==> src/rtl/tnn_pkg.sv <==
// Shared constants for the ternary network: weight codes, activation modes, neuron FSM encoding.
package tnn_pkg;

  localparam logic [1:0] W_ZERO = 2'b00;
  localparam logic [1:0] W_POS  = 2'b01;
  localparam logic [1:0] W_RSVD = 2'b10;
  localparam logic [1:0] W_NEG  = 2'b11;

  localparam int ACT_NONE = 0;
  localparam int ACT_SIGN = 1;
  localparam int ACT_RELU = 2;

  typedef logic [1:0] state_t;

  localparam state_t S_IDLE   = 2'd0;
  localparam state_t S_ACCUM  = 2'd1;
  localparam state_t S_FINISH = 2'd2;
  localparam state_t S_OUT    = 2'd3;

endpackage

==> src/rtl/ternary_term.sv <==
// Signed activation times ternary weight, one bit wider than the input so negating the minimum is exact.
// Latency: combinational.
// Backpressure: none; pure function of its inputs.
module ternary_term
  import tnn_pkg::*;
#(
  parameter int IN_W = 2
) (
  input  logic signed [IN_W-1:0] data,
  input  logic        [1:0]      weight,
  output logic signed [IN_W:0]   prod
);

  logic signed [IN_W:0] data_ext;

  assign data_ext = {data[IN_W-1], data};

  always_comb begin
    prod = '0;
    case (weight)
      W_POS:   prod = data_ext;
      W_NEG:   prod = -data_ext;
      default: prod = '0;  // zero and the reserved code both contribute nothing
    endcase
  end

endmodule

==> src/rtl/ternary_neuron.sv <==
// Streams N_INPUTS ternary products into a saturating accumulator, adds bias, clamps and activates.
// Latency: N_INPUTS+2 cycles from start with a gap-free term stream.
// Backpressure: in_ready only in ACCUM (state-derived); the result is held in OUT until out_ready.
module ternary_neuron
  import tnn_pkg::*;
#(
  parameter int N_INPUTS = 64,
  parameter int IN_W     = 2,
  parameter int ACC_W    = 8,
  parameter int BIAS_W   = 4,
  parameter int OUT_W    = 7,
  parameter int ACT      = 0,
  localparam int IDX_W   = $clog2(N_INPUTS)
) (
  input  logic                     clk,
  input  logic                     rst,
  input  logic                     start,
  input  logic signed [BIAS_W-1:0] bias,
  input  logic                     in_valid,
  output logic                     in_ready,
  input  logic signed [IN_W-1:0]   in_data,
  input  logic        [1:0]        in_weight,
  output logic        [IDX_W-1:0]  in_index,
  output logic                     out_valid,
  input  logic                     out_ready,
  output logic signed [OUT_W-1:0]  result,
  output logic                     sat,
  output logic                     busy
);

  localparam logic signed [ACC_W:0] OUT_MAX = {{(ACC_W+2-OUT_W){1'b0}}, {(OUT_W-1){1'b1}}};
  localparam logic signed [ACC_W:0] OUT_MIN = ~OUT_MAX;

  state_t                    state;
  logic signed [ACC_W-1:0]   acc;
  logic        [IDX_W-1:0]   idx;
  logic signed [BIAS_W-1:0]  bias_q;
  logic                      sat_acc;

  logic signed [IN_W:0]      prod;
  logic signed [ACC_W:0]     acc_sum;
  logic                      acc_ovf;
  logic signed [ACC_W-1:0]   acc_next;
  logic signed [ACC_W:0]     fin_sum;
  logic                      fin_clamp;
  logic signed [OUT_W-1:0]   fin_clamped;
  logic signed [OUT_W-1:0]   act_val;

  ternary_term #(.IN_W(IN_W)) u_term (
    .data   (in_data),
    .weight (in_weight),
    .prod   (prod)
  );

  // One guard bit: overflow shows up as the top two bits disagreeing.
  assign acc_sum  = {acc[ACC_W-1], acc} + {{(ACC_W-IN_W){prod[IN_W]}}, prod};
  assign acc_ovf  = acc_sum[ACC_W] ^ acc_sum[ACC_W-1];
  assign acc_next = acc_ovf ? {acc_sum[ACC_W], {(ACC_W-1){~acc_sum[ACC_W]}}}
                            : acc_sum[ACC_W-1:0];

  assign fin_sum = {acc[ACC_W-1], acc} + {{(ACC_W+1-BIAS_W){bias_q[BIAS_W-1]}}, bias_q};

  always_comb begin
    fin_clamp   = 1'b0;
    fin_clamped = fin_sum[OUT_W-1:0];
    if (fin_sum > OUT_MAX) begin
      fin_clamp   = 1'b1;
      fin_clamped = OUT_MAX[OUT_W-1:0];
    end else if (fin_sum < OUT_MIN) begin
      fin_clamp   = 1'b1;
      fin_clamped = OUT_MIN[OUT_W-1:0];
    end
  end

  always_comb begin
    act_val = fin_clamped;
    case (ACT)
      ACT_SIGN: act_val = fin_clamped[OUT_W-1] ? {OUT_W{1'b1}} : {{(OUT_W-1){1'b0}}, 1'b1};
      ACT_RELU: act_val = fin_clamped[OUT_W-1] ? '0 : fin_clamped;
      default:  act_val = fin_clamped;
    endcase
  end

  always_ff @(posedge clk) begin
    if (rst) begin
      state     <= S_IDLE;
      acc       <= '0;
      idx       <= '0;
      bias_q    <= '0;
      sat_acc   <= 1'b0;
      out_valid <= 1'b0;
      result    <= '0;
      sat       <= 1'b0;
    end else begin
      case (state)
        S_IDLE: begin
          if (start) begin
            bias_q  <= bias;
            acc     <= '0;
            idx     <= '0;
            sat_acc <= 1'b0;
            state   <= S_ACCUM;
          end
        end
        S_ACCUM: begin
          if (in_valid) begin
            acc     <= acc_next;
            sat_acc <= sat_acc | acc_ovf;
            if (idx == IDX_W'(N_INPUTS-1)) begin
              idx   <= '0;
              state <= S_FINISH;
            end else begin
              idx <= idx + 1'b1;
            end
          end
        end
        S_FINISH: begin
          result    <= act_val;
          sat       <= sat_acc | fin_clamp;
          out_valid <= 1'b1;
          state     <= S_OUT;
        end
        default: begin
          // start is deliberately ignored here, even on the handshake cycle
          if (out_ready) begin
            out_valid <= 1'b0;
            state     <= S_IDLE;
          end
        end
      endcase
    end
  end

  assign in_ready = (state == S_ACCUM);
  assign busy     = (state != S_IDLE);
  assign in_index = idx;

endmodule

==> config.mk <==
export PLATFORM = sky130hd
export DESIGN_NAME = ternary_neuron
export DESIGN_NICKNAME = d
export VERILOG_FILES = /design/src/rtl/tnn_pkg.sv /design/src/rtl/ternary_term.sv /design/src/rtl/ternary_neuron.sv
export SDC_FILE = /design/constraint.sdc
export NUM_CORES = 1
export LEC_CHECK = 0
export ABC_CLOCK_PERIOD_IN_PS = 7700
export CORE_MARGIN = 3
export CORE_UTILIZATION = 40
export CTS_CLUSTER_DIAMETER = 30
export DETAILED_ROUTE_END_ITERATION = 6
export SYNTH_ARGS = -nofsm -noshare
export SYNTH_HDL_FRONTEND = slang
export SYNTH_SLANG_ARGS = --single-unit
==> constraint.sdc <==
create_clock -name clk -period 7.7 [get_ports clk]
set_input_delay 2.31 -clock clk [delete_from_list [all_inputs] [get_ports clk]]
set_output_delay 2.31 -clock clk [all_outputs]
set_load 0.05 [all_outputs]
# [Yosys cells after proc, flatten, opt, wreduce, memory -nomap -nowiden]
# Cells that the tools add are included.
[word_totals] register_bits=30 inputBits=13
[op_classes] n_lt_le_gt_ge=2 n_bitwise=5 n_mux=23 n_eq_ne=8 n_reduce_logical=10 addsub=4
[ops] operator="$mux W8" n=3
[ops] operator="$mux W6" n=3
[ops] operator="$pmux W8 S2" n=1
[ops] operator="$mux W7" n=2
[ops] operator="$pmux W6 S2" n=1
[ops] operator="$add A8 B3 Y9" n=1
[ops] operator="$add A8 B4 Y9" n=1
[ops] operator="$gt A9 B7 Y1 const B" n=1
[ops] operator="$lt A9 B7 Y1 const B" n=1
[ops] operator="$mux W2" n=4
[ops] operator="$add A6 B1 Y6 const B" n=1
[ops] operator="$eq A6 B6 Y1 const B" n=1
[ops] operator="$pmux W2 S3" n=1
[ops] operator="$pmux W3 S2" n=1
[ops] operator="$reduce_bool A2 Y1" n=3
[ops] operator="$mux W1" n=5
[ops] operator="$eq A2 B1 Y1 const B" n=2
[ops] operator="$eq A2 B2 Y1 const B" n=2
[ops] operator="$ne A2 B2 Y1 const B" n=2
[ops] operator="$pmux W1 S2" n=2
[ops] operator="$reduce_and A2 Y1" n=2
[ops] operator="$reduce_and A4 Y1" n=1
[ops] operator="$reduce_bool A4 Y1" n=1
[ops] operator="$neg A2 Y3" n=1
[ops] operator="other kinds (7)" n=9

# [Depth between registers and ports, before layout]
# Gate-level depths: netlist (run 1).
[depth] ltp_word=7 ltp_mapped=12 depth_no_buf=12

# [Cells and area by module]
# Synthesis (run 1) repeated with hierarchy kept, for this count alone.
[unflattened] hier_cells=230 area_unflattened_um2=2009.4
[by_module_without_submodules] module="ternary_neuron" cells_per_inst=223 instances=1 area_per_inst_um2=1956.9
[by_module_without_submodules] module="ternary_term" cells_per_inst=7 instances=1 area_per_inst_um2=52.6

# [Worst setup path after synthesis (run 1)]
# No wires, ideal clock.
[synth_timing] path_kind="input to register" from="input port in_data[1]" to="register acc[6]" cell_stages=12 setup_ps=122 setup_slack_ps=3200 n_path_buf=0 arrival_ps=4378 required_ps=7578 cell_sequence="inv_1 > ha_1 > nand2_1 > o211a_1 > fa_1 > a21o_1 > a21oi_1 > o21ai_1 > o211ai_1 > xor2_1 > nor3_2 > a221o_1"
[synth_via] elab_chain_cells=7 elab_cells_between_ends=8 classes_between="add/sub (2); mux (4); bitwise (2)"
[synth_rtl] element="start: declaration" line="ternary_neuron.sv:21" source="input logic signed [IN_W-1:0] in_data,"
[synth_rtl] element="$neg A2 Y3" line="ternary_term.sv:22" source="W_NEG: prod = -data_ext;"
[synth_rtl] element="$pmux W3 S2 (*)" line="ternary_term.sv:20" source="case (weight)"
[synth_rtl] element="$add A8 B3 Y9 (*)" line="ternary_neuron.sv:56" source="assign acc_sum = {acc[ACC_W-1], acc} + {{(ACC_W-IN_W){prod[IN_W]}}, prod};"
[synth_rtl] element="$xor A1 B1 Y1 or $not A1 Y1 (tied branches)" line="ternary_neuron.sv:57, ternary_neuron.sv:58"
[synth_rtl] element="$mux W8 (*)" line="ternary_neuron.sv:58" source="assign acc_next = acc_ovf ? {acc_sum[ACC_W], {(ACC_W-1){~acc_sum[ACC_W]}}}"
[synth_rtl] element="$mux W8 (*)" line="ternary_neuron.sv:106" source="if (in_valid) begin"
[synth_rtl] element="$pmux W8 S2 (*)" line="ternary_neuron.sv:95" source="case (state)"
[synth_rtl] element="end signal: assignment" line="ternary_neuron.sv:107" source="acc <= acc_next;"
[synth_rtl] element="end: declaration" line="ternary_neuron.sv:35" source="logic signed [ACC_W-1:0] acc;"
# Mark *: on every way between the ends. The rest lies on a longest branch, timed or not. The select of a mux whose other input is x is not followed.
# A chain may end at the register's enable or synchronous reset.

# [Worst setup path in the final report (run 1)]
[layout_timing] from="input port in_data[1]" to="register acc[5]"
# Same word-level chain as after synthesis.

==> run_summary.xml, run 1 <==
<?xml version="1.0" encoding="UTF-8"?>
<metrics>
  <group name="status">
    <metric name="status" unit="">complete, no violations</metric>
  </group>
  <group name="yosys">
    <metric name="post_synth_most_frequent_cells" unit="">sky130_fd_sc_hd__dfxtp_1 (30), sky130_fd_sc_hd__nor2_1 (29), sky130_fd_sc_hd__ha_1 (21)</metric>
    <metric name="yosysMostFrequentCell" unit="">sky130_fd_sc_hd__dfxtp_1</metric>
    <metric name="synth_enable_flop_cells" unit="">0</metric>
    <metric name="synth.cell_area" unit="mm^2">0.00201</metric>
    <metric name="synthesized_area_fraction_occupied_by_ao_oa_aoi_and_oai_cells" unit="%">24.6</metric>
    <metric name="synth_flop_cell" unit="">sky130_fd_sc_hd__dfxtp_1</metric>
    <metric name="post_synth_mux_area_share" unit="%">0.996</metric>
    <metric name="yosysSeqAreaShare" unit="%">29.9</metric>
    <metric name="netlist.top_cell.by_area" unit="">sky130_fd_sc_hd__dfxtp_1</metric>
    <metric name="synthesis.area_per_instance" unit="um^2">8.56</metric>
    <metric name="post_synth_fa_ha_maj_area_fraction" unit="%">15.1</metric>
    <metric name="post_synthesis_xor_xnor_area_fraction" unit="%">4.79</metric>
    <metric name="syn-instance-count" unit="">235</metric>
    <metric name="synthSimpleGateAreaFrac" unit="%">22.2</metric>
    <metric name="mappedNetlistNets" unit="">271</metric>
    <metric name="postSynthRegisterBits" unit="">30</metric>
    <metric name="dominant_combinational_cell_family_by_area_after_synthesis" unit="">compound AO/OA/AOI/OAI gates</metric>
    <metric name="netlist_top_cells_area" unit="">sky130_fd_sc_hd__dfxtp_1 (30%), sky130_fd_sc_hd__ha_1 (13%), sky130_fd_sc_hd__nor2_1 (5.4%)</metric>
    <metric name="yosysTopAreaCellShare" unit="%">29.9</metric>
    <metric name="post_synth_num_cell_types" unit="">48</metric>
    <metric name="fraction_of_registers_with_async_set_or_reset_after_synthesis" unit="%">0</metric>
    <metric name="synth_warnings" unit="">0</metric>
  </group>
  <group name="cts">
    <metric name="post_cts_hold_buffer_count" unit="">0</metric>
    <metric name="cts_root_buf" unit="">sky130_fd_sc_hd__clkbuf_8</metric>
    <metric name="clk_latency" unit="ps">280</metric>
    <metric name="clk_pin_slew_worst_paths" unit="ps">70</metric>
    <metric name="cts_buffer_depth" unit="">2</metric>
    <metric name="cts_tree" unit="">done</metric>
    <metric name="tritoncts.num_buffers" unit="">5</metric>
    <metric name="resized_gates_after_cts" unit="">0</metric>
    <metric name="cts_setup_buffers" unit="">0</metric>
    <metric name="htree_num_levels" unit="">2</metric>
    <metric name="cts.sink_count" unit="">30</metric>
  </group>
  <group name="die">
    <metric name="placementRows" unit="">25</metric>
    <metric name="width_of_the_die" unit="um">76.9</metric>
    <metric name="die_height" unit="um">76.9</metric>
    <metric name="io_pins" unit="">30</metric>
    <metric name="fp.dieArea" unit="mm^2">0.00591</metric>
    <metric name="floorplan.initialDensity" unit="%">42.0</metric>
    <metric name="core_ar" unit="mm^2">0.00479</metric>
  </group>
  <group name="sta">
    <metric name="worstMarginPinSlew" unit="ps">502</metric>
    <metric name="slew_hr" unit="%">66.4</metric>
    <metric name="finalSetupTns" unit="ps">0</metric>
    <metric name="clock-skew-final" unit="ps">4.89</metric>
    <metric name="report.final.setup_viol" unit="">0</metric>
    <metric name="rsz0062_at_grt" unit="">no</metric>
    <metric name="timing_max_transition_violations_final" unit="">0</metric>
    <metric name="fmaxAchievable" unit="GHz">0.201</metric>
    <metric name="fin_hold_ws" unit="ps">472</metric>
    <metric name="post-route-min-period" unit="ps">4980</metric>
    <metric name="fin_crit_sh" unit="%">64.7</metric>
    <metric name="hold_viol" unit="">0</metric>
  </group>
  <group name="pwr">
    <metric name="irDropWorstVdd" unit="uV">153</metric>
    <metric name="leakagePower" unit="nW">1.03</metric>
    <metric name="pwr_density_cell" unit="mW/mm^2">306</metric>
  </group>
  <group name="placed_design">
    <metric name="placement.io_buffers" unit="">29</metric>
    <metric name="routabilityCongestion" unit="">0.807</metric>
    <metric name="placedCellCount" unit="">327</metric>
    <metric name="place_hpwl" unit="mm">3.43</metric>
  </group>
  <group name="final_layout">
    <metric name="flow.area_growth_from_synthesis" unit="%">25.1</metric>
    <metric name="fraction_of_layout_cells_with_a_size_suffix_above_1" unit="%">6.34</metric>
    <metric name="num_antenna_cells" unit="">0</metric>
    <metric name="post_layout_nonfiller_instances" unit="">335</metric>
    <metric name="final_nets" unit="">303</metric>
  </group>
  <group name="drt">
    <metric name="via_per_inst" unit="">5.30</metric>
    <metric name="antenna_violating_nets_remaining" unit="">0</metric>
    <metric name="drt-pass1-iter-count" unit="">4</metric>
    <metric name="wl" unit="mm">4.50</metric>
    <metric name="drtIter0Drc" unit="">58</metric>
    <metric name="route.detailed.drc" unit="">0</metric>
    <metric name="wl_per_cell" unit="um">13.4</metric>
    <metric name="dr_total_vias" unit="">1776</metric>
  </group>
  <group name="min_path">
    <metric name="holdCritPathClass" unit="">reg -&gt; reg</metric>
  </group>
  <group name="critical_path">
    <metric name="setup.worst_path.end_class" unit="">register</metric>
    <metric name="timing.critical_path.cells" unit="">clkdlybuf4s50_1 &gt; inv_1 &gt; ha_1 &gt; mux2i_1 &gt; nor2b_1 &gt; ha_1 &gt; a21o_1 &gt; o41ai_4 &gt; nand4_1 &gt; a211oi_2 &gt; a221o_1</metric>
    <metric name="timing_worst_setup_path_type" unit="">in -&gt; reg</metric>
    <metric name="path_max_fanout" unit="">7</metric>
    <metric name="cp_slowest_stage_delay" unit="ps">500</metric>
    <metric name="crit_top_cell" unit="">sky130_fd_sc_hd__ha_1</metric>
    <metric name="timing.critical_path.buf_inv" unit="">2</metric>
    <metric name="critPathSlowestCell" unit="">sky130_fd_sc_hd__a211oi_2</metric>
    <metric name="cp.required" unit="ps">7930</metric>
    <metric name="worst_ep_arrival_time" unit="ps">5210</metric>
    <metric name="startpoint_type" unit="">primary input</metric>
    <metric name="worst_path_dominant_cell_family" unit="">compound AO/OA/AOI/OAI gates</metric>
  </group>
  <group name="run">
    <metric name="timing.max_cap.violations" unit="">0</metric>
  </group>
  <group name="global_route">
    <metric name="global_route.overflow_total" unit="">0</metric>
    <metric name="global_route.usage.total" unit="%">16.5</metric>
    <metric name="grt_first_pass_wirelength" unit="mm">7.94</metric>
    <metric name="pin_count_of_the_biggest_net_entering_global_routing" unit="">33</metric>
    <metric name="first_global_vias" unit="">1711</metric>
    <metric name="antenna_violations_before_repair" unit="">0</metric>
  </group>
</metrics>
logic make-up after synthesis:
group | count (synthesis)
mux | 2
fa+ha+maj | 23
flops | 30
compound gates | 67
buf+inv | 13
xor+xnor | 11
simple gates | 89
report_power, final:
group | internal [mW] | switching [mW]
combinational | 0.126 | 0.236
clock | 0.138 | 0.0621
sequential | 0.186 | 0.0222
final cells by class:
class	instances	area [um^2]
Fill cell	454	2270
Clock buffer	6	82.6
Inverter	8	30.0
Clock inverter	2	60.1
Sequential cell	30	601
Multi-Input combinational cell	192	1360
Timing Repair Buffer	30	298
Tap cell	67	83.8
registers in the layout, indices dropped and copies added, names as in the netlist:
name / flops
acc: 8
state: 2
out_valid: 1
in_index: 6
result: 7
sat: 1
bias_q: 4
sat_acc: 1
worst reg2reg max path, delay by kind of cell (launching register included):
kind	cells	cell delay [ps]
AO/OA/AOI/OAI	5	810
adder cells (fa/ha/maj)	2	660
AND/OR/NAND/NOR	1	370
flip-flops	1	340
XOR/XNOR	1	310
worst paths after layout:
path	start	to	slack [ps]	cells after the start
worst min-delay path	bias_q[2]	bias_q[2]	470	2
worst max-delay path	in_data[1]	acc[5]	2720	11
worst min register to register	bias_q[2]	bias_q[2]	470	2
worst max register to register	acc[0]	result[3]	5090	9
cells in the final DEF (no fill, tap or decap), drive strengths merged, types with 2 or more instances in the layout:
cell type	synthesis	final
dfxtp	30	30
nor2	29	29
clkdlybuf4s50	0	29
ha	21	21
a21oi	21	21
nand2	18	18
inv	8	8
nand3	8	8
a221o	8	8
nor3	8	8
o21ai	8	8
xor2	6	6
o32ai	6	6
clkbuf	3	6
nor2b	6	6
or3	5	5
xnor2	5	5
a211oi	5	5
a21o	4	4
nand3b	3	3
a311oi	3	3
mux2i	2	2
and2	2	2
a31oi	2	2
o21a	2	2
nor4	2	2
nand2b	2	2
o211ai	2	2
nand4	2	2
fa	2	2
bufinv	0	2
stage by stage:
| stage | util [%] | power (mW) | setup WS (ps) | area [um^2] |
|---|---|---|---|---|
| global route | 52.5 | 0.821 | 2480 | 2510 |
| finish | 52.5 | 0.771 | 2720 | 2510 |
| CTS | 52.5 | 0.780 | 2730 | 2510 |
| detailed placement | 49.6 | 0.576 | 2430 | 2370 |
| floorplan | - | 0.477 | 3200 | 2010 |
| global placement | 49.6 | 0.575 | 2540 | 2370 |
metal layers:
layer	global-route usage (%)	vias to the layer above	wire, um
li1	-	939	-
met3	3.29	8	93
met5	0	-	0
met4	6.34	0	63
met2	26.5	17	2100
met1	21.6	812	2250
No activity file was read; power rests on OpenSTA's default activity.
==> inputs of run 2 (changes only) <==
Settings changed: ABC_CLOCK_PERIOD_IN_PS 7700 to 5210.
Clock period 7.7 ns to 5.21 ns, I/O delays scaled along.
==> run 2 against run 1 <==
Utilization shrank 0.71 points; global-route usage shrank 0.81 points; critical path depth grew 2; clock-buffer cell count shrank 1; hold slack gained 5.3 ps; final cell count is the same; clock skew shrank 0.70 ps; design area shrank 1.3%; register-to-register slack lost 2500 ps; combinational power grew 47%; sequential share of layout area grew 0.33 points; critical path type unchanged.
==> run_summary.xml, run 2 (synthesis results as in run 1) <==
<?xml version="1.0" encoding="UTF-8"?>
<metrics>
  <group name="status">
    <metric name="status" unit="">complete, no violations</metric>
  </group>
  <group name="global_route">
    <metric name="first_global_vias" unit="">1714</metric>
    <metric name="pin_count_of_the_biggest_net_entering_global_routing" unit="">24</metric>
    <metric name="global_route.usage.total" unit="%">15.6</metric>
    <metric name="antenna_violations_before_repair" unit="">0</metric>
    <metric name="global_route.overflow_total" unit="">0</metric>
    <metric name="grt_first_pass_wirelength" unit="mm">7.62</metric>
  </group>
  <group name="final_layout">
    <metric name="final_core_util" unit="%">51.8</metric>
    <metric name="largest-register" unit="">acc</metric>
    <metric name="num_antenna_cells" unit="">0</metric>
    <metric name="flow.area_growth_from_synthesis" unit="%">23.4</metric>
    <metric name="stdcell_area" unit="mm^2">0.00248</metric>
    <metric name="fraction_of_layout_cells_with_a_size_suffix_above_1" unit="%">6.34</metric>
    <metric name="post_layout_nonfiller_instances" unit="">335</metric>
    <metric name="final_nets" unit="">303</metric>
    <metric name="layout.cells.most_common" unit="">sky130_fd_sc_hd__dfxtp_1</metric>
    <metric name="most-common-layout-cells" unit="">sky130_fd_sc_hd__dfxtp_1 (30), sky130_fd_sc_hd__nor2_1 (29), sky130_fd_sc_hd__clkdlybuf4s50_1 (29), sky130_fd_sc_hd__ha_1 (21), sky130_fd_sc_hd__a21oi_1 (20)</metric>
    <metric name="largest_reg_flops" unit="">8</metric>
  </group>
  <group name="cts">
    <metric name="cts_root_buf" unit="">sky130_fd_sc_hd__clkbuf_8</metric>
    <metric name="cts.sink_count" unit="">30</metric>
    <metric name="tritoncts.num_buffers" unit="">5</metric>
    <metric name="cts_buffer_depth" unit="">2</metric>
    <metric name="cts_tree" unit="">done</metric>
    <metric name="htree_num_levels" unit="">2</metric>
    <metric name="cts_setup_buffers" unit="">0</metric>
    <metric name="post_cts_hold_buffer_count" unit="">0</metric>
    <metric name="clk_pin_slew_worst_paths" unit="ps">70</metric>
    <metric name="clk_latency" unit="ps">280</metric>
    <metric name="resized_gates_after_cts" unit="">0</metric>
  </group>
  <group name="die">
    <metric name="io_pins" unit="">30</metric>
    <metric name="core_ar" unit="mm^2">0.00479</metric>
    <metric name="die_height" unit="um">76.9</metric>
    <metric name="fp.dieArea" unit="mm^2">0.00591</metric>
    <metric name="floorplan.initialDensity" unit="%">42.0</metric>
    <metric name="width_of_the_die" unit="um">76.9</metric>
    <metric name="placementRows" unit="">25</metric>
  </group>
  <group name="critical_path">
    <metric name="startpoint_type" unit="">primary input</metric>
    <metric name="timing.critical_path.cells" unit="">clkdlybuf4s50_1 &gt; inv_1 &gt; ha_1 &gt; mux2i_1 &gt; nor2b_1 &gt; ha_1 &gt; a21o_1 &gt; a21oi_1 &gt; o21ai_1 &gt; o211ai_1 &gt; xor2_1 &gt; nor3_2 &gt; a221o_1</metric>
    <metric name="cp_slowest_stage_delay" unit="ps">440</metric>
    <metric name="critPathSlowestCell" unit="">sky130_fd_sc_hd__clkdlybuf4s50_1</metric>
    <metric name="worst_ep_arrival_time" unit="ps">4490</metric>
    <metric name="cp.required" unit="ps">5380</metric>
    <metric name="path_max_fanout" unit="">7</metric>
    <metric name="timing_worst_setup_path_type" unit="">in -&gt; reg</metric>
    <metric name="crit_top_cell" unit="">sky130_fd_sc_hd__ha_1</metric>
    <metric name="setup.worst_path.end_class" unit="">register</metric>
  </group>
  <group name="drt">
    <metric name="via_per_inst" unit="">5.38</metric>
    <metric name="wl_per_cell" unit="um">13.0</metric>
    <metric name="drt-pass1-iter-count" unit="">4</metric>
    <metric name="dr_total_vias" unit="">1803</metric>
    <metric name="wl" unit="mm">4.35</metric>
    <metric name="drtIter0Drc" unit="">45</metric>
    <metric name="route.detailed.drc" unit="">0</metric>
    <metric name="antenna_violating_nets_remaining" unit="">0</metric>
  </group>
  <group name="sta">
    <metric name="fmaxAchievable" unit="GHz">0.231</metric>
    <metric name="fin_crit_sh" unit="%">83.0</metric>
    <metric name="worstMarginPinSlew" unit="ps">801</metric>
    <metric name="finalWorstSetupSlack" unit="ps">884</metric>
    <metric name="rsz0062_at_grt" unit="">no</metric>
    <metric name="report.final.setup_viol" unit="">0</metric>
    <metric name="finalSetupTns" unit="ps">0</metric>
    <metric name="timing_max_transition_violations_final" unit="">0</metric>
    <metric name="fin_hold_ws" unit="ps">477</metric>
    <metric name="slew_hr" unit="%">46.4</metric>
    <metric name="post-route-min-period" unit="ps">4330</metric>
    <metric name="hold_viol" unit="">0</metric>
    <metric name="clock-skew-final" unit="ps">4.18</metric>
  </group>
  <group name="placed_design">
    <metric name="place_ws" unit="ps">623</metric>
    <metric name="placement.io_buffers" unit="">29</metric>
    <metric name="placedCellCount" unit="">327</metric>
    <metric name="post_dp_cell_area" unit="mm^2">0.00237</metric>
    <metric name="place_hpwl" unit="mm">3.44</metric>
    <metric name="routabilityCongestion" unit="">0.809</metric>
  </group>
  <group name="min_path">
    <metric name="holdCritPathClass" unit="">reg -&gt; reg</metric>
  </group>
  <group name="pwr">
    <metric name="p_total" unit="mW">1.07</metric>
    <metric name="irDropWorstVdd" unit="uV">195</metric>
    <metric name="leakagePower" unit="nW">1.02</metric>
    <metric name="pwr_density_cell" unit="mW/mm^2">431</metric>
  </group>
  <group name="run">
    <metric name="timing.max_cap.violations" unit="">0</metric>
  </group>
</metrics>
## run 2: power breakdown
group	internal (mW)	switching, mW
Sequential	0.276	0.0335
Clock	0.141	0.0873
Combinational	0.187	0.346
Total	0.603	0.466
## run 2: layer usage
layer	vias to the layer above	GRT usage, %	routed length (um)
met5	-	0	0
met4	0	6.16	89
met3	10	3.17	126
met2	35	25.0	1970
met1	813	20.6	2160
li1	945	-	-
## run 2: area by class of cell
| class | count | area (um^2) |
|---|---|---|
| inverter | 8 | 30.0 |
| multi-input combinational | 192 | 1360 |
| clock inverter | 3 | 40.0 |
| fill | 458 | 2300 |
| sequential | 30 | 601 |
| timing repair buffer | 30 | 298 |
| tap | 67 | 83.8 |
| clock buffer | 5 | 68.8 |
## run 2: path summary, 6_finish.rpt
check	start	end	slack [ps]	depth (start not counted)
max	in_data[1]	acc[6]	880	13
min	bias_q[2]	bias_q[2]	480	2
max reg2reg	acc[0]	sat	2620	9
min reg2reg	bias_q[2]	bias_q[2]	480	2
## run 2: worst max-delay path, delay by kind of cell
| kind | cells | cell delay [ps] |
|---|---|---|
| AO/OA/AOI/OAI | 5 | 1080 |
| AND/OR/NAND/NOR | 2 | 540 |
| XOR/XNOR | 1 | 240 |
| multiplexers | 1 | 60 |
| adder cells (fa/ha/maj) | 2 | 510 |
| buffers and inverters | 2 | 510 |
==> inputs of run 3 (changes only) <==
Settings changed: ABC_CLOCK_PERIOD_IN_PS 5210 to 3800.
Clock period 5.21 ns to 3.8 ns, I/O delays scaled along.
==> run 3 against run 2 <==
Sequential power increased by 37%; final cell count grew 5.1%; via count increased by 3.8%; hold slack improved by 7.4 ps; sequential share of layout area shrank 1.4 points; clock skew about the same; power rose by 40%; first-iteration DRC count increased by 84%; clock power up 39%; combinational power up 43%; highest routed layer unchanged.
==> run_summary.xml, run 3 (synthesis results as in run 1) <==
<?xml version="1.0" encoding="UTF-8"?>
<metrics>
  <group name="min_path">
    <metric name="worst_hold_startpoint" unit="">sat</metric>
    <metric name="timing.hold.worst_path_depth" unit="">2</metric>
    <metric name="holdCritPathClass" unit="">reg -&gt; reg</metric>
    <metric name="hold-path-endpoint" unit="">sat</metric>
  </group>
  <group name="final_layout">
    <metric name="fill_cells" unit="">481</metric>
    <metric name="most-common-layout-cells" unit="">sky130_fd_sc_hd__dfxtp_1 (30), sky130_fd_sc_hd__nor2_1 (29), sky130_fd_sc_hd__clkdlybuf4s50_1 (28), sky130_fd_sc_hd__ha_1 (21), sky130_fd_sc_hd__a21oi_1 (19)</metric>
    <metric name="fraction_of_layout_cells_with_a_size_suffix_above_1" unit="%">13.0</metric>
    <metric name="flow.area_growth_from_synthesis" unit="%">31.2</metric>
    <metric name="largest-register" unit="">acc</metric>
    <metric name="final_nets" unit="">320</metric>
    <metric name="num_antenna_cells" unit="">0</metric>
    <metric name="largest_reg_flops" unit="">8</metric>
    <metric name="stdcell_area" unit="mm^2">0.00264</metric>
    <metric name="layout.cells.most_common" unit="">sky130_fd_sc_hd__dfxtp_1</metric>
  </group>
  <group name="pwr">
    <metric name="pwr_density_cell" unit="mW/mm^2">569</metric>
    <metric name="cellInternalPower" unit="mW">0.849</metric>
    <metric name="total_switching_power" unit="mW">0.653</metric>
    <metric name="share_clk_of_total_power" unit="%">21.0</metric>
    <metric name="share_comb_of_total_power" unit="%">50.7</metric>
    <metric name="leakagePower" unit="nW">1.12</metric>
    <metric name="power.switching_fraction" unit="%">43.5</metric>
    <metric name="irDropWorstVdd" unit="uV">308</metric>
    <metric name="power_frac_seq" unit="%">28.2</metric>
  </group>
  <group name="run">
    <metric name="timing.max_cap.violations" unit="">0</metric>
  </group>
  <group name="drt">
    <metric name="wl" unit="mm">4.47</metric>
    <metric name="wl_per_cell" unit="um">12.7</metric>
    <metric name="drt-pass1-iter-count" unit="">4</metric>
    <metric name="drtIter0Drc" unit="">83</metric>
    <metric name="via_per_inst" unit="">5.32</metric>
    <metric name="dr_total_vias" unit="">1872</metric>
    <metric name="route.detailed.drc" unit="">0</metric>
    <metric name="antenna_violating_nets_remaining" unit="">0</metric>
  </group>
  <group name="global_route">
    <metric name="first_global_vias" unit="">1701</metric>
    <metric name="global_route.usage.total" unit="%">15.4</metric>
    <metric name="antenna_violations_before_repair" unit="">0</metric>
    <metric name="pin_count_of_the_biggest_net_entering_global_routing" unit="">13</metric>
    <metric name="grt_first_pass_wirelength" unit="mm">7.58</metric>
    <metric name="global_route.overflow_total" unit="">0</metric>
  </group>
  <group name="critical_path">
    <metric name="worst_r2r_endpoint" unit="">result[1]</metric>
    <metric name="cp_slowest_stage_delay" unit="ps">420</metric>
    <metric name="cp-startpoint" unit="">in_data[0]</metric>
    <metric name="worst_r2r_startpoint" unit="">acc[0]</metric>
    <metric name="cp.required" unit="ps">3970</metric>
    <metric name="timing.critical_path.cells" unit="">clkdlybuf4s50_1 &gt; ha_1 &gt; nand2_1 &gt; o211a_1 &gt; buf_4 &gt; fa_1 &gt; a21o_1 &gt; a21oi_2 &gt; o21ai_1 &gt; o211ai_1 &gt; xor2_2 &gt; nor3_4 &gt; a221o_1</metric>
    <metric name="timing.critical_path.buf_inv" unit="">2</metric>
    <metric name="timing_worst_setup_path_type" unit="">in -&gt; reg</metric>
    <metric name="path_max_fanout" unit="">7</metric>
    <metric name="setup.worst_path.end_class" unit="">register</metric>
    <metric name="timing.reg2reg.worst_path_depth" unit="">9</metric>
    <metric name="r2r_slack" unit="ps">1220</metric>
    <metric name="startpoint_type" unit="">primary input</metric>
    <metric name="worst_ep_arrival_time" unit="ps">3810</metric>
    <metric name="critPathSlowestCell" unit="">sky130_fd_sc_hd__clkdlybuf4s50_1</metric>
    <metric name="worst_path_dominant_cell_family" unit="">compound AO/OA/AOI/OAI gates</metric>
  </group>
  <group name="cts">
    <metric name="cts_buffer_depth" unit="">2</metric>
    <metric name="cts.sink_count" unit="">30</metric>
    <metric name="htree_num_levels" unit="">2</metric>
    <metric name="cts_tree" unit="">done</metric>
    <metric name="clk_latency" unit="ps">280</metric>
    <metric name="tritoncts.num_buffers" unit="">5</metric>
    <metric name="cts_root_buf" unit="">sky130_fd_sc_hd__clkbuf_8</metric>
    <metric name="clk_pin_slew_worst_paths" unit="ps">70</metric>
  </group>
  <group name="die">
    <metric name="placementRows" unit="">25</metric>
    <metric name="io_pins" unit="">30</metric>
    <metric name="fp.dieArea" unit="mm^2">0.00591</metric>
    <metric name="die_height" unit="um">76.9</metric>
    <metric name="floorplan.initialDensity" unit="%">42.0</metric>
    <metric name="width_of_the_die" unit="um">76.9</metric>
    <metric name="core_ar" unit="mm^2">0.00479</metric>
  </group>
  <group name="status">
    <metric name="status" unit="">complete, no violations</metric>
  </group>
  <group name="sta">
    <metric name="post-route-min-period" unit="ps">3640</metric>
    <metric name="worstMarginPinSlew" unit="ps">563</metric>
    <metric name="hold_viol" unit="">0</metric>
    <metric name="fin_hold_ws" unit="ps">484</metric>
    <metric name="clock-skew-final" unit="ps">4.41</metric>
    <metric name="timing_max_transition_violations_final" unit="">0</metric>
    <metric name="fin_crit_sh" unit="%">95.8</metric>
    <metric name="report.final.setup_viol" unit="">0</metric>
    <metric name="slew_hr" unit="%">62.4</metric>
    <metric name="fmaxAchievable" unit="GHz">0.275</metric>
  </group>
  <group name="placed_design">
    <metric name="post_dp_cell_area" unit="mm^2">0.00248</metric>
    <metric name="placement.io_buffers" unit="">29</metric>
    <metric name="place_hpwl" unit="mm">3.48</metric>
    <metric name="routabilityCongestion" unit="">0.826</metric>
  </group>
</metrics>
==> run 3: cell count changes in the layout (fill, tap and decap cells not counted), sizes merged <==
cell and delta:
dlymetal6s2s +1, buf +17, clkdlybuf4s50 -1
==> run 3: metal layers <==
metal	part of all wire, %	GRT usage [%]
met4	0.85	4.89
met1	50	20.6
met3	2.8	2.82
met5	0	0
met2	47	25.2
==> run 3: final cells by class <==
type                    instances  area (um^2)  share of cell area, %
multi-input cells             192         1390                   52.6
flip-flops and latches         30          601                   22.8
repair buffers                 47          428                   16.2
well taps                      67         83.8                   3.18
clock buffers                   5         68.8                   2.61
clock inverters                 3         40.0                   1.52
inverters                       8         30.0                   1.14
==> run 3: through the flow <==
stage | TNS, ps | instances | util, % | setup slack, ps | power, mW
after floorplan | 0 | 235 | - | 470 | 0.967
after global placement | -1140 | 341 | 51.8 | -187 | 1.19
after detailed placement | -1080 | 341 | 51.8 | -167 | 1.19
after CTS | 0 | 349 | 54.0 | 122 | 1.51
after global routing | -131 | 352 | 55.1 | -23.2 | 1.60
final | 0 | 352 | 55.1 | 161 | 1.50
==> run 3: worst max-delay path by stage <==
stage                   to  slack [ps]  depth (start not counted)
floorplan           acc[6]         470                         12
global placement    acc[6]        -190                         13
detailed placement  acc[6]        -170                         13
CTS                 acc[2]         120                         13
global route        acc[3]         -20                         12
finish              acc[6]         160                         13
==> run 3: timing repair <==
action,4_1_cts,5_1_grt
gates resized for setup,0,6
hold buffers,0,0
setup endpoints to repair,0,7
buffers inserted,0,3
==> run 3: worst register-to-register path, delay by kind of cell, from the launching register on <==
family	cells	cell delay, ps
AO/OA/AOI/OAI	5	790
XOR/XNOR	1	300
adder cells (fa/ha/maj)	2	660
flip-flops	1	340
AND/OR/NAND/NOR	1	370
==> run 3: power groups by stage <==
stage	registers, mW	logic [mW]	clock network, mW
floorplan	0.555	0.413	0
global placement	0.431	0.758	0
detailed placement	0.432	0.759	0
CTS	0.425	0.762	0.320
global route	0.433	0.836	0.335
finish	0.424	0.762	0.316
